## src/rtl/ccd_seq_pkg.sv

```systemverilog
// Shared encodings, default geometry and counter widths for the CCD readout sequencer.
package ccd_seq_pkg;

   localparam logic [2:0] ST_IDLE     = 3'd0;
   localparam logic [2:0] ST_ARM      = 3'd1;
   localparam logic [2:0] ST_FLUSH    = 3'd2;
   localparam logic [2:0] ST_ACQ_WAIT = 3'd3;
   localparam logic [2:0] ST_ACQ      = 3'd4;
   localparam logic [2:0] ST_DONE     = 3'd5;

   localparam int DEF_PIX_TOTAL = 2052;
   localparam int DEF_PIX_SKIP  = 4;
   localparam int DEF_PIX_VALID = 2048;

   localparam int PIX_CNT_W   = 12;
   localparam int PIX_IDX_W   = 11;
   localparam int FRAME_CNT_W = 8;

   // Pixel counter sticks at all-ones so an overlong frame cannot wrap back into the valid window.
   function automatic logic [PIX_CNT_W-1:0] pix_sat_inc(input logic [PIX_CNT_W-1:0] c);
      return (c == '1) ? c : c + PIX_CNT_W'(1);
   endfunction

endpackage

```

## src/rtl/ccd_edge_det.sv

```systemverilog
// Registered rise/fall detector; a pulse appears one cycle after the input changes.
module ccd_edge_det (
   input  logic i_clk,
   input  logic i_rst_n,
   input  logic i_sig,
   output logic o_rise,
   output logic o_fall
);

   logic sig_q;
   logic sig_dly_q;

   always_ff @(posedge i_clk or negedge i_rst_n) begin
      if (!i_rst_n) begin
         sig_q     <= 1'b0;
         sig_dly_q <= 1'b0;
      end else begin
         sig_q     <= i_sig;
         sig_dly_q <= sig_q;
      end
   end

   assign o_rise = sig_q & ~sig_dly_q;
   assign o_fall = ~sig_q & sig_dly_q;

endmodule

```

## src/rtl/ccd_readout_sequencer.sv

```systemverilog
// Acquisition controller for the CCD clock generator: flush-frame discard, per-pixel ADC strobes, N-frame/continuous runs.
// Optional phi_p watchdog timeout is built only when CCD_SEQ_WATCHDOG_EN is defined.
module ccd_readout_sequencer
   import ccd_seq_pkg::*;
#(
`ifdef CCD_SEQ_WATCHDOG_EN
   parameter logic [31:0] WDOG_CYCLES = 32'h0040_0000,
`endif
   parameter int PIX_TOTAL = DEF_PIX_TOTAL,
   parameter int PIX_SKIP  = DEF_PIX_SKIP,
   parameter int PIX_VALID = DEF_PIX_VALID
) (
   input  logic                   i_clk,
   input  logic                   i_rst_n,
   input  logic                   i_start,
   input  logic                   i_stop,
   input  logic [3:0]             i_f_select,
   input  logic [7:0]             i_n_frames,
   input  logic                   i_phi_p,
   input  logic                   i_phi_l1,
   output logic                   o_sg_enable,
   output logic [3:0]             o_sg_f_select,
   output logic                   o_sample,
   output logic [PIX_IDX_W-1:0]   o_pix_idx,
   output logic                   o_frame_start,
   output logic [FRAME_CNT_W-1:0] o_frame_cnt,
   output logic                   o_busy,
   output logic                   o_done,
   output logic                   o_error
);

   localparam logic [PIX_CNT_W-1:0] TOTAL_C = PIX_CNT_W'(PIX_TOTAL);
   localparam logic [PIX_CNT_W-1:0] SKIP_C  = PIX_CNT_W'(PIX_SKIP);
   localparam logic [PIX_CNT_W-1:0] END_C   = PIX_CNT_W'(PIX_SKIP + PIX_VALID);

   logic [2:0]             state_q, state_d;
   logic                   en_q, en_d;
   logic [3:0]             fsel_q, fsel_d;
   logic [7:0]             nfr_q, nfr_d;
   logic [FRAME_CNT_W-1:0] frame_cnt_q, frame_cnt_d, frame_inc;
   logic [PIX_CNT_W-1:0]   pix_cnt_q, pix_cnt_d;
   logic [PIX_IDX_W-1:0]   pix_idx_q, pix_idx_d;
   logic                   sample_q, sample_d;
   logic                   frame_start_q, frame_start_d;
   logic                   err_q, err_d;
   logic                   stop_q, stop_d;
   logic                   p_rise, p_fall, l1_rise, l1_fall_unused;
   logic                   timeout;

   ccd_edge_det u_phi_p_edge (
      .i_clk   (i_clk),
      .i_rst_n (i_rst_n),
      .i_sig   (i_phi_p),
      .o_rise  (p_rise),
      .o_fall  (p_fall)
   );

   ccd_edge_det u_phi_l1_edge (
      .i_clk   (i_clk),
      .i_rst_n (i_rst_n),
      .i_sig   (i_phi_l1),
      .o_rise  (l1_rise),
      .o_fall  (l1_fall_unused)
   );

`ifdef CCD_SEQ_WATCHDOG_EN
   logic [31:0] wdog_q, wdog_d;
   logic        wdog_run;

   // Counts cycles since the last phi_p edge while the sequencer is waiting on the generator.
   always_comb begin
      wdog_run = (state_q == ST_ARM) || (state_q == ST_FLUSH) ||
                 (state_q == ST_ACQ_WAIT) || (state_q == ST_ACQ);
      wdog_d   = (!wdog_run || p_rise || p_fall) ? 32'd0 : wdog_q + 32'd1;
      timeout  = wdog_run && !(p_rise || p_fall) && (wdog_q == WDOG_CYCLES - 32'd1);
   end

   always_ff @(posedge i_clk or negedge i_rst_n) begin
      if (!i_rst_n) wdog_q <= 32'd0;
      else          wdog_q <= wdog_d;
   end
`else
   assign timeout = 1'b0;
`endif

   assign frame_inc = (frame_cnt_q == '1) ? frame_cnt_q : frame_cnt_q + FRAME_CNT_W'(1);

   always_comb begin
      state_d       = state_q;
      en_d          = en_q;
      fsel_d        = fsel_q;
      nfr_d         = nfr_q;
      frame_cnt_d   = frame_cnt_q;
      pix_cnt_d     = pix_cnt_q;
      pix_idx_d     = pix_idx_q;
      sample_d      = 1'b0;
      frame_start_d = 1'b0;
      err_d         = err_q;
      stop_d        = stop_q;

      if (i_stop && (state_q != ST_IDLE)) stop_d = 1'b1;

      case (state_q)
         ST_IDLE: begin
            if (i_start) begin
               fsel_d      = i_f_select;
               nfr_d       = i_n_frames;
               frame_cnt_d = '0;
               err_d       = 1'b0;
               stop_d      = 1'b0;
               en_d        = 1'b1;
               state_d     = ST_ARM;
            end
         end
         ST_ARM: begin
            if (i_stop || stop_q) state_d = ST_DONE;
            else if (p_fall)      state_d = ST_FLUSH;
         end
         ST_FLUSH: begin
            if (i_stop || stop_q) state_d = ST_DONE;
            else if (p_rise)      state_d = ST_ACQ_WAIT;
         end
         ST_ACQ_WAIT: begin
            if (p_fall) begin
               pix_cnt_d     = '0;
               frame_start_d = 1'b1;
               state_d       = ST_ACQ;
            end
         end
         ST_ACQ: begin
            if (p_rise) begin
               if (pix_cnt_q != TOTAL_C) err_d = 1'b1;
               frame_cnt_d = frame_inc;
               if (((nfr_q != 8'd0) && (frame_inc == nfr_q)) || stop_q || i_stop)
                  state_d = ST_DONE;
               else
                  state_d = ST_ACQ_WAIT;
            end else if (l1_rise) begin
               pix_cnt_d = pix_sat_inc(pix_cnt_q);
               if ((pix_cnt_q >= SKIP_C) && (pix_cnt_q < END_C)) begin
                  sample_d  = 1'b1;
                  pix_idx_d = PIX_IDX_W'(pix_cnt_q - SKIP_C);
               end
            end
         end
         ST_DONE: begin
            stop_d  = 1'b0;
            state_d = ST_IDLE;
         end
         default: state_d = ST_IDLE;
      endcase

      if (timeout) begin
         err_d   = 1'b1;
         state_d = ST_DONE;
      end

      // The generator is released the moment the run is over, so DONE already sees it disabled.
      if (state_d == ST_DONE) en_d = 1'b0;
   end

   always_ff @(posedge i_clk or negedge i_rst_n) begin
      if (!i_rst_n) begin
         state_q       <= ST_IDLE;
         en_q          <= 1'b0;
         fsel_q        <= 4'd0;
         nfr_q         <= 8'd0;
         frame_cnt_q   <= '0;
         pix_cnt_q     <= '0;
         pix_idx_q     <= '0;
         sample_q      <= 1'b0;
         frame_start_q <= 1'b0;
         err_q         <= 1'b0;
         stop_q        <= 1'b0;
      end else begin
         state_q       <= state_d;
         en_q          <= en_d;
         fsel_q        <= fsel_d;
         nfr_q         <= nfr_d;
         frame_cnt_q   <= frame_cnt_d;
         pix_cnt_q     <= pix_cnt_d;
         pix_idx_q     <= pix_idx_d;
         sample_q      <= sample_d;
         frame_start_q <= frame_start_d;
         err_q         <= err_d;
         stop_q        <= stop_d;
      end
   end

   assign o_sg_enable   = en_q;
   assign o_sg_f_select = fsel_q;
   assign o_sample      = sample_q;
   assign o_pix_idx     = pix_idx_q;
   assign o_frame_start = frame_start_q;
   assign o_frame_cnt   = frame_cnt_q;
   assign o_busy        = (state_q != ST_IDLE);
   assign o_done        = (state_q == ST_DONE);
   assign o_error       = err_q;

endmodule

```

## config.mk

```make
export PLATFORM = sky130hd
export DESIGN_NAME = ccd_readout_sequencer
export DESIGN_NICKNAME = d
export VERILOG_FILES = /design/src/rtl/ccd_seq_pkg.sv /design/src/rtl/ccd_edge_det.sv /design/src/rtl/ccd_readout_sequencer.sv
export SDC_FILE = /design/constraint.sdc
export NUM_CORES = 1
export LEC_CHECK = 0
export ABC_AREA = 1
export CORE_ASPECT_RATIO = 0.5
export CORE_MARGIN = 2
export CORE_UTILIZATION = 48
export DETAILED_ROUTE_END_ITERATION = 10
export GPL_ROUTABILITY_DRIVEN = 0
export HOLD_SLACK_MARGIN = 0.12
export PLACE_DENSITY = 0.75
export REMOVE_ABC_BUFFERS = 1
export SLEW_MARGIN = 20
export SYNTH_ARGS = -nofsm -noshare
export SYNTH_HDL_FRONTEND = slang
export SYNTH_SLANG_ARGS = --single-unit
```

## constraint.sdc

```tcl
create_clock -name i_clk -period 1.9 [get_ports i_clk]
set_input_delay 0.19 -clock i_clk [delete_from_list [all_inputs] [get_ports i_clk]]
set_output_delay 0.19 -clock i_clk [all_outputs]
set_load 0.1 [all_outputs]
```

# After elaboration in Yosys (flattened, before gate mapping)
# Index checks and enable logic that the tools add are counted.
[totals]
regBits = 55
output_inout_bits = 29
wordCells = 97
[classes]
add_sub_neg = 3
order_cmp = 2
n_eq_ne = 17
mux = 34
bitwise_logic = 7
n_reduce_logical = 19
[op_table]
columns = ["op", "count"]
rows = [
  ["2-to-1 mux 12 bit", 4],
  ["2-to-1 mux 3 bit", 8],
  ["2-to-1 mux 8 bit", 3],
  ["one-hot mux 12 bit (2 select lines)", 1],
  ["one-hot mux 8 bit (2 select lines)", 1],
  ["one-hot mux 3 bit (5 select lines)", 1],
  ["2-to-1 mux 1 bit", 14],
  ["inequality test 2 bit (second input constant)", 7],
  ["adder 12 x 1 -> 12 bit (second input constant)", 1],
  ["equality test 12 bit (second input constant)", 1],
  [">= comparator 12 x 3 -> 1 bit (second input constant)", 1],
  ["< comparator 12 bit (second input constant)", 1],
  ["inequality test 12 bit (second input constant)", 1],
  ["subtractor 11 x 3 -> 11 bit (second input constant)", 1],
  ["equality test 3 bit (second input constant)", 3],
  ["adder 8 x 1 -> 8 bit (second input constant)", 1],
  ["equality test 8 bit", 1],
  ["equality test 8 bit (second input constant)", 1],
  ["AND reduction 4 bit", 2],
  ["nonzero test 2 bit", 4],
  ["nonzero test 8 bit", 1],
  ["equality test 3 x 2 -> 1 bit (second input constant)", 2],
  ["AND reduction 5 bit", 1],
  ["inverter 1 bit", 4],
  ["9 further kinds", 17],
]

# Logic depth before layout (Yosys ltp)
[depth]
depth_word = 12
depth_mapped = 16
mapped_depth_nobuf = 15

# By module
# A second synthesis with hierarchy kept.
[hier_totals]
hier_cells = 371
hier_area_um2 = 2949.1
[by_module_without_submodules]
columns = ["module", "n_inst", "cells_each", "area_per_inst_um2", "seq_area_each_um2"]
rows = [
  ["ccd_readout_sequencer", 1, 359, 2819.0, 1276.2],
  ["ccd_edge_det", 2, 6, 65.1, 50.0],
]

# Least setup slack after synthesis
# OpenSTA, ideal clock, no wires.
[synth_timing]
path_type = "register -> register"
start = "register frame_cnt_q[0] (netlist: o_frame_cnt[0])"
end = "register en_q (netlist: o_sg_enable)"
setup_time_ns = 0.116
arrival_ns = 2.459
required_ns = 1.784
path_slack_ns = -0.675
path_stages_with_launch = 16
synth_period_minus_slack_ns = 2.575
cell_sequence = "dfrtp_1 > ha_1 > nand2_2 > nor2_4 > nand2_2 > buf_6 > nand3_2 > nand2_2 > nand2_2 > nand3_2 > nor2_2 > nand2_2 > nand3_2 > nand3_1 > nor2_1 > nor2_1"
[synth_via]
elab_chain_len = 12
word_cells_on_any_way = 15
classes_between = "add/sub (1); eq/ne (3); mux (5); reduce/logical (6)"
[synth_lines]
columns = ["element", "line_no", "text"]
rows = [
  ["start, declared", "ccd_readout_sequencer.sv:40", "logic [FRAME_CNT_W-1:0] frame_cnt_q, frame_cnt_d, frame_inc;"],
  ["start signal, assigned", "ccd_readout_sequencer.sv:180", "frame_cnt_q <= frame_cnt_d;"],
  ["adder 8 x 1 -> 8 bit or equality test 8 bit (tied branches)", "ccd_readout_sequencer.sv:86", "assign frame_inc = (frame_cnt_q == '1) ? frame_cnt_q : frame_cnt_q + FRAME_CNT_W'(1);"],
  ["2-to-1 mux 8 bit *", "ccd_readout_sequencer.sv:86", ""],
  ["equality test 8 bit *", "ccd_readout_sequencer.sv:134", "if (((nfr_q != 8'd0) && (frame_inc == nfr_q)) || stop_q || i_stop)"],
  ["logical AND 1 bit *", "ccd_readout_sequencer.sv:134", ""],
  ["logical OR 1 bit * (2 in series)", "ccd_readout_sequencer.sv:134", ""],
  ["2-to-1 mux 3 bit *", "ccd_readout_sequencer.sv:134", ""],
  ["2-to-1 mux 3 bit *", "ccd_readout_sequencer.sv:131", "if (p_rise) begin"],
  ["one-hot mux 3 bit (5 select lines) *", "ccd_readout_sequencer.sv:103", "case (state_q)"],
  ["equality test 3 bit *", "ccd_readout_sequencer.sv:159", "if (state_d == ST_DONE) en_d = 1'b0;"],
  ["nonzero test 2 bit (no source line)", "--", ""],
  ["AND reduction 2 bit (no source line)", "--", ""],
  ["end signal, assigned", "ccd_readout_sequencer.sv:177", "en_q <= en_d;"],
  ["end, declared", "ccd_readout_sequencer.sv:37", "logic en_q, en_d;"],
]
# Every way passes the cells marked *; elsewhere a longest branch is shown, timed or not.
# A chain may end at the register's enable or synchronous reset.

# Final worst setup path
# Ends and elaborated chain as after synthesis.

==> results.txt <==
For the final database, setup skew stands at 8.29 ps. The antenna cell count came out at 0. The floorplan step defined a die boundary enclosing 6890 µm².

Across all layers, the routed design uses 2743 vias. Data on the critical path is required at its endpoint by 2080 ps. In this run the cell area of the synthesized design comes to 2980 µm². For this run, the number of standard cells in the final layout without fillers is 534. The run gives 47 as the I/O pin count.

The tools report the pre-CTS setup slack as 7.55 ps. Setup repair after global routing could not meet its margin everywhere. Height of the die: 59.7 µm. The origin of the worst min-delay path was i_phi_l1. The horizontal die dimension is 115 µm.

The core region is 6030 µm². The standard cell with the maximum stage delay on the critical path was sky130_fd_sc_hd__dfrtp_1. The commonest cells after synthesis are sky130_fd_sc_hd__nand2_1, sky130_fd_sc_hd__dfrtp_1, sky130_fd_sc_hd__inv_1.

The number of design rule violations left after detail routing was 0. The most used flip-flop cell after synthesis is sky130_fd_sc_hd__dfrtp_1. The number of max-capacitance violations reported is 0, and the final critical-path share of the clock period is 1.06. After synthesis, the mean cell area works out to 8.02 µm². Clock tree synthesis selected as its root buffer the cell sky130_fd_sc_hd__clkbuf_16. Based on the critical path, the design can be clocked at up to 0.497 GHz.

The clock passes through at most 2 buffers. The overall overflow remaining after global route was 0; the final count of hold timing violations was 0. Summed over all cells, the static leakage comes to 1.96 nW. The tightest min-delay check is of the in -> reg type. In this run the critical register-to-register path is launched from o_frame_cnt[0].

The logic depth of the worst register-to-register path came out at 15. The quantity of I/O buffers inserted on ports is 46. After detailed routing, the total wire length is 7100 µm.

The relative max-transition margin is 0.785, and the via count normalized by instance count is 5.14. The run finished, with violations left. Post-DP HPWL: 4880 µm. Post-route core utilization: 0.666. For the worst setup path, the data arrival time is 2190 ps.

The synthesized design contains 0 enable-type register cells. Power density normalized to cell area: 1250 nW/µm². Largest net degree at the start of global routing: 56. The clock net sink count is 55. The count of final max-slew check failures is 0. The relative area change from synthesis to final layout was 35.0%; the final critical-path setup slack was -111 ps. The run gives 2510 as the number of global-route vias before repair.

Of all nets on the critical path, the largest fanout is 3. The number of clock buffers inserted by TritonCTS came out at 5. The synthesis warning total is 0, and the transition time of the tightest slew-check pin is 322 ps.

The placed cell count is 517. The run gives 1380 µm² as the total area of sequential cells. Among the stages of the critical path, the cell type that occurs most often is sky130_fd_sc_hd__nand2_2. The critical path endpoint category was a flop. The routed design could run at a clock period as short as 2010 ps.

The ratio of cells with drive above 1 in the final layout was 0.289. sky130_fd_sc_hd__dfrtp_1 takes more of the synthesized area than any other cell. Timing startpoint of the critical path: o_frame_cnt[0]. For this block, the initial DRC count from the detailed router was 141. After the last flow step, the layout net total stands at 470. The worst vdd rail ir drop came out at 0.848 mV. Class of the most critical setup path: reg -> reg. The signal on the critical path passes through ha_4, nand2_4, nor2_4, buf_6, nand3_4, nand3_2, nand2_2, nor2_2, nand2_2, nor2_2, nand2_2, nand3_2, nand3_1, nor2_1, nor2_1. The first global-routing pass estimated 11000 µm of wire.

The initial antenna violation count is 0. The launching element type of the critical path is a flop. The CTS clock-pin slew for the worst setup and hold paths was 70 ps. The latest clock arrival within the worst-skew pair was 290 ps; the setup-violating endpoint count in the final report was 3. In the final routed layout, each cell accounts on average for 13.3 µm. TritonCTS built the clock tree. The checks that failed: negative setup slack. CTS built an H-tree with a depth of 2. The most common cell in the synthesized netlist is sky130_fd_sc_hd__nand2_1. The tools report the total negative setup slack as -205 ps. Synthesis produced a netlist whose cell count is 371. The area of the multi-input gates came out at 1510 µm². The cell depth of the worst hold path was 1; the sequential area share after synthesis was 0.462. Hold is met by 332 ps.

For the starting utilization of the core area, the log shows 0.494. The longest individual stage delay on the worst path is 400 ps. The fraction of post-synthesis cell area in the top cell type by area is 0.462, and the row count is 20. For the total routing usage reported by global routing, the log shows 0.204. In this run the remaining antenna-violating nets after routing total 0. The count of state elements after synthesis is 55. The tools report the count of cell types in the netlist as 36. For this run, the detailed router's first-pass iteration total came to 4. The count of fill cells added during filler insertion came out at 461. The fraction of synthesis flops using an asynchronous set or reset pin was 1.00. Yosys attributes the largest share of cell area to sky130_fd_sc_hd__dfrtp_1, sky130_fd_sc_hd__nand2_1, sky130_fd_sc_hd__inv_1.
metrics by stage:
stage          total power (W)  cell area (µm²)
2_1_floorplan          0.00315             2940
3_3_place_gp           0.00372             3610
3_5_place_dp           0.00377             3610
4_1_cts                0.00480             3790
5_1_grt                0.00528             4020
6_report               0.00503             4020
cell families (layout without fill, tap and decap cells):
family | after synthesis | in the layout | share of synthesized area
simple gates | 193 | 193 | 0.303
flops | 55 | 55 | 0.462
buf+inv | 56 | 131 | 0.0794
xor+xnor | 8 | 8 | 0.0235
compound gates | 53 | 53 | 0.107
fa+ha+maj | 6 | 6 | 0.0252
worst max-delay path, delay by kind of cell, from the launching register on:
kind          cells  cell delay [ps]
simple gates     13             1170
flops             1              400
fa+ha+maj         1              170
buf+inv           1              160
registers in the layout, indices dropped and copies added (netlist names):
name	count
pix_cnt_q	12
o_frame_cnt	8
o_sample	1
nfr_q	8
u_phi_l1_edge.sig_q	1
stop_q	1
o_pix_idx	11
o_frame_start	1
u_phi_l1_edge.sig_dly_q	1
o_sg_f_select	4
state_q	3
o_sg_enable	1
u_phi_p_edge.sig_dly_q	1
o_error	1
u_phi_p_edge.sig_q	1
path summary, 6_finish.rpt:
check,to,slack (ps)
worst max-delay path,o_sg_enable,-110
worst min register to register,u_phi_p_edge.sig_dly_q,380
max in group asynchronous,o_frame_cnt[2],1210
worst min-delay path,u_phi_l1_edge.sig_q,330
min in group asynchronous,o_frame_cnt[7],410
worst max register to register,o_sg_enable,-110
power breakdown:
part           internal, W  switching [W]
combinational     0.000758        0.00165
sequential         0.00139       0.000198
clock             0.000616       0.000411
per-layer routing:
layer,wire [µm],vias to the layer above,global-route usage
met5,0,-,0
met4,173,0,0.0706
met3,327,19,0.0456
met2,3590,95,0.358
met1,3010,1287,0.254
li1,-,1342,-
cells in the final DEF, fill, tap and decap left out, types with 7 or more instances in the layout:
cell and n:
sky130_fd_sc_hd__nand2_1 86, sky130_fd_sc_hd__buf_4 49, sky130_fd_sc_hd__nor2_1 35, sky130_fd_sc_hd__nand3_2 8, sky130_fd_sc_hd__o21ai_0 24, sky130_fd_sc_hd__a21oi_1 9
sky130_fd_sc_hd__inv_1 40, sky130_fd_sc_hd__nand2_2 11, sky130_fd_sc_hd__nor2_4 7, sky130_fd_sc_hd__clkdlybuf4s50_1 16, sky130_fd_sc_hd__dfrtp_1 52, sky130_fd_sc_hd__nand3_1 18
timing repair:
item | 4_1_cts | 5_1_grt
gates resized for setup | 2 | 45
pin swaps | 0 | 20
buffers inserted | 0 | 9
setup endpoints to repair | 1 | 22
endpoints found under the hold margin | 55 | 0
hold buffers | 1 | 0
cell type report:
| class | count | share of cell area |
|---|---|---|
| tap | 88 | 0.0274 |
| inverter | 50 | 0.0492 |
| timing repair buffer | 74 | 0.164 |
| clock inverter | 1 | 0.00747 |
| multi-input combinational | 260 | 0.377 |
| clock buffer | 6 | 0.0321 |
| sequential | 55 | 0.344 |
Note: power is estimated with default switching activity, not from simulation.
==> patch, RTL diff (same flow settings) <==
Build with the macro `CCD_SEQ_WATCHDOG_EN` defined.
--- a/src/rtl/ccd_readout_sequencer.sv
+++ b/src/rtl/ccd_readout_sequencer.sv
@@ -1,5 +1,7 @@
 // Acquisition controller for the CCD clock generator: flush-frame discard, per-pixel ADC strobes, N-frame/continuous runs.
 // Optional phi_p watchdog timeout is built only when CCD_SEQ_WATCHDOG_EN is defined.
+`define CCD_SEQ_WATCHDOG_EN
+
 module ccd_readout_sequencer
    import ccd_seq_pkg::*;
 #(
Behaviour: same outputs for any inputs over 10 cycles, from zero or initial values and one cycle with i_rst_n low; that may be too few to reach the edited logic, so the function may still have changed.
==> patch against the original RTL <==
- the flow still finishes with violations (negative setup slack)
- cell area is 58% higher
- die area is 56% higher
- count of clock-buffer cells in the layout is 3 higher
- setup slack better by 0.073 ns
- area after synthesis is 59% higher
- fmax is 3.7% higher
- clock skew hardly changed
- synthesized cell count is 64% higher
- sequential cell count is 32 higher
- final cell count is 59% higher
- power is 36% higher
- wire length is 71% higher
- critical endpoint is now wdog_q[28]
==> patch: results (changes against the original RTL) <==
GLOBAL_ROUTE_WIRE_LENGTH_BEFORE_REPAIR_UM=18900  # +72%
STDCELL_COUNT=851  # +59%
OUTCOME='finished with violations'
PIN_COUNT_OF_THE_BIGGEST_NET_ENTERING_GLOBAL_ROUTING=38  # -32%
CLOCK_SKEW_AFTER_LAYOUT_NS=0.00843  # +0.000132 ns
TOP_REGISTER='wdog_q'
DRT_PRE_ANTENNA_ITERS=5  # +1
SYNTH_SEQUENTIAL_AREA_RATIO_PCT=45.9  # -0.30 points
WORST_SLACK_NS=-0.0380  # +0.0727 ns
SYNTH.LIB_CELLS_USED.DISTINCT=43  # +19%
LARGEST_REGISTER_FFS=32  # +20
NON_CLOCK_BUFFER_AREA_SHARE_PCT=14.3  # -2.1 points
CLOCK_TREE.HTREE_LEVEL_COUNT=3  # +1
FILLERS=766  # +66%
SYNTHTOPCELLSBYAREA='sky130_fd_sc_hd__dfrtp_1 (46%), sky130_fd_sc_hd__nand2_1 (9.2%), sky130_fd_sc_hd__nor2_1 (6.7%)'
NCLKBUFFERS=9  # +3
FIN_NETS=738  # +57%
NUM-NONCLK-INVERTERS=81  # +62%
NNONCLKBUFFERS=104  # +41%
FAILED_CHECKS='negative setup slack'
CLK-INSERTION-DELAY-LATE_NS=0.35  # +0.06 ns
ROUTE.DETAILED.VIAS_PER_INST=5.19  # +1.1%
WORST_SLEW_PIN_SLEW_NS=0.474  # +0.152 ns
SYN-MEAN-INSTANCE-AREA_SQ_UM=7.81  # -2.7%
POST_DETAIL_PLACE_HPWL_UM=7910  # +62%
DRIVE_ABOVE_1_SHARE_PCT=27.1  # -1.8 points
MULTI_INPUT_COMB_AREA_SQ_UM=2450  # +62%
FIRST_ITER_VIOLATIONS=301  # +110%
CLOCK_CELL_AREA_SHARE_PCT=5.19  # +1.2 points
SETUP_VIOLATIONS=5  # +2
YOSYS-TOP-CELLS-COUNT='sky130_fd_sc_hd__nand2_1 (116), sky130_fd_sc_hd__dfrtp_1 (87), sky130_fd_sc_hd__nor2_1 (85)'
AREA.SHARE.SEQUENTIAL_PCT=34.4  # about the same
YOSYS_REGISTER_BITS=87  # +58%
GLOBALROUTETOTALUTIL_PCT=22.8  # +2.4 points
NMULTIINPUTCOMBCELLS=428  # +65%
PLACE.DETAILED.INSTANCES=811  # +57%
[patch: cell count changes after synthesis, sizes merged, moves of 6 or more]
cell,change
a21oi,+29
dfrtp,+32
inv,+28
nand2,+20
nand3,+18
nor2,+47
nor3,+18
nor4,+10
xor2,+6
[patch: metrics by stage]
stage	setup TNS [ns]	instance area (sq um)	total power (uW)	utilization, %	worst slack [ns]
3_5_place_dp	-0.0481	5540	4710	58.3	-0.0425
2_1_floorplan	-25.16	4680	3950	-	-0.894
3_3_place_gp	-0.0216	5540	4660	58.3	-0.0216
5_1_grt	-2.17	6340	7170	66.7	-0.199
6_report	-0.147	6340	6820	66.7	-0.0380
4_1_cts	0	5970	6720	62.8	0.00663
[patch: cell families (layout without fill, tap and decap cells)]
group	after synthesis	in the layout	synth area share [%]
simple gates	312	312	30.2
buf+inv	92	201	7.71
compound gates	90	90	10.4
flops	87	87	45.9
xor+xnor	13	13	2.40
fa+ha+maj	9	9	2.38
mux	4	4	0.950
[patch: path summary, 6_finish.rpt]
check,start,endpoint,slack (ns),cells after the start
worst min register to register,u_phi_l1_edge.sig_q,u_phi_l1_edge.sig_dly_q,0.38,0
min in group asynchronous,i_rst_n,wdog_q[12],0.32,2
worst max register to register,wdog_q[1],wdog_q[28],-0.04,14
worst min-delay path,i_phi_l1,u_phi_l1_edge.sig_q,0.27,1
max in group asynchronous,i_rst_n,wdog_q[27],0.96,3
worst max-delay path,wdog_q[1],wdog_q[28],-0.04,14
[patch: routing by layer]
metal | global-route usage [%] | vias up | routed length (um)
li1 | - | 2196 | -
met1 | 30.1 | 2100 | 5450
met2 | 38.9 | 104 | 5940
met3 | 5.02 | 18 | 591
met4 | 5.72 | 0 | 152
met5 | 0 | - | 0
[patch: what timing repair did]
item                       CTS  global route
cloned                       0             1
hold endpoints to repair    30             0
setup buffers                5            17
hold buffers                 1             0
resized for setup           12            64
pin swaps                    4            37
setup endpoints to repair    9            41
[patch: critical path: stages (launching register included)]
cell and delay [ns]:
sky130_fd_sc_hd__dfrtp_1 0.36, sky130_fd_sc_hd__ha_2 0.19, sky130_fd_sc_hd__nand2_2 0.08, sky130_fd_sc_hd__nor2_4 0.12, sky130_fd_sc_hd__nand2_2 0.08, sky130_fd_sc_hd__nor2_4 0.17
sky130_fd_sc_hd__nand2_4 0.08, sky130_fd_sc_hd__inv_4 0.07, sky130_fd_sc_hd__nand3_4 0.08, sky130_fd_sc_hd__nor3_4 0.20, sky130_fd_sc_hd__nand3_2 0.10, sky130_fd_sc_hd__nor2_2 0.14
sky130_fd_sc_hd__nand2_1 0.06, sky130_fd_sc_hd__nand2_1 0.05, sky130_fd_sc_hd__nor2_1 0.04
[patch: power breakdown]
part           internal [uW]  switching [uW]
Clock                   1170             793
Sequential              2100             161
Combinational            771            1830
Total                   4030            2790
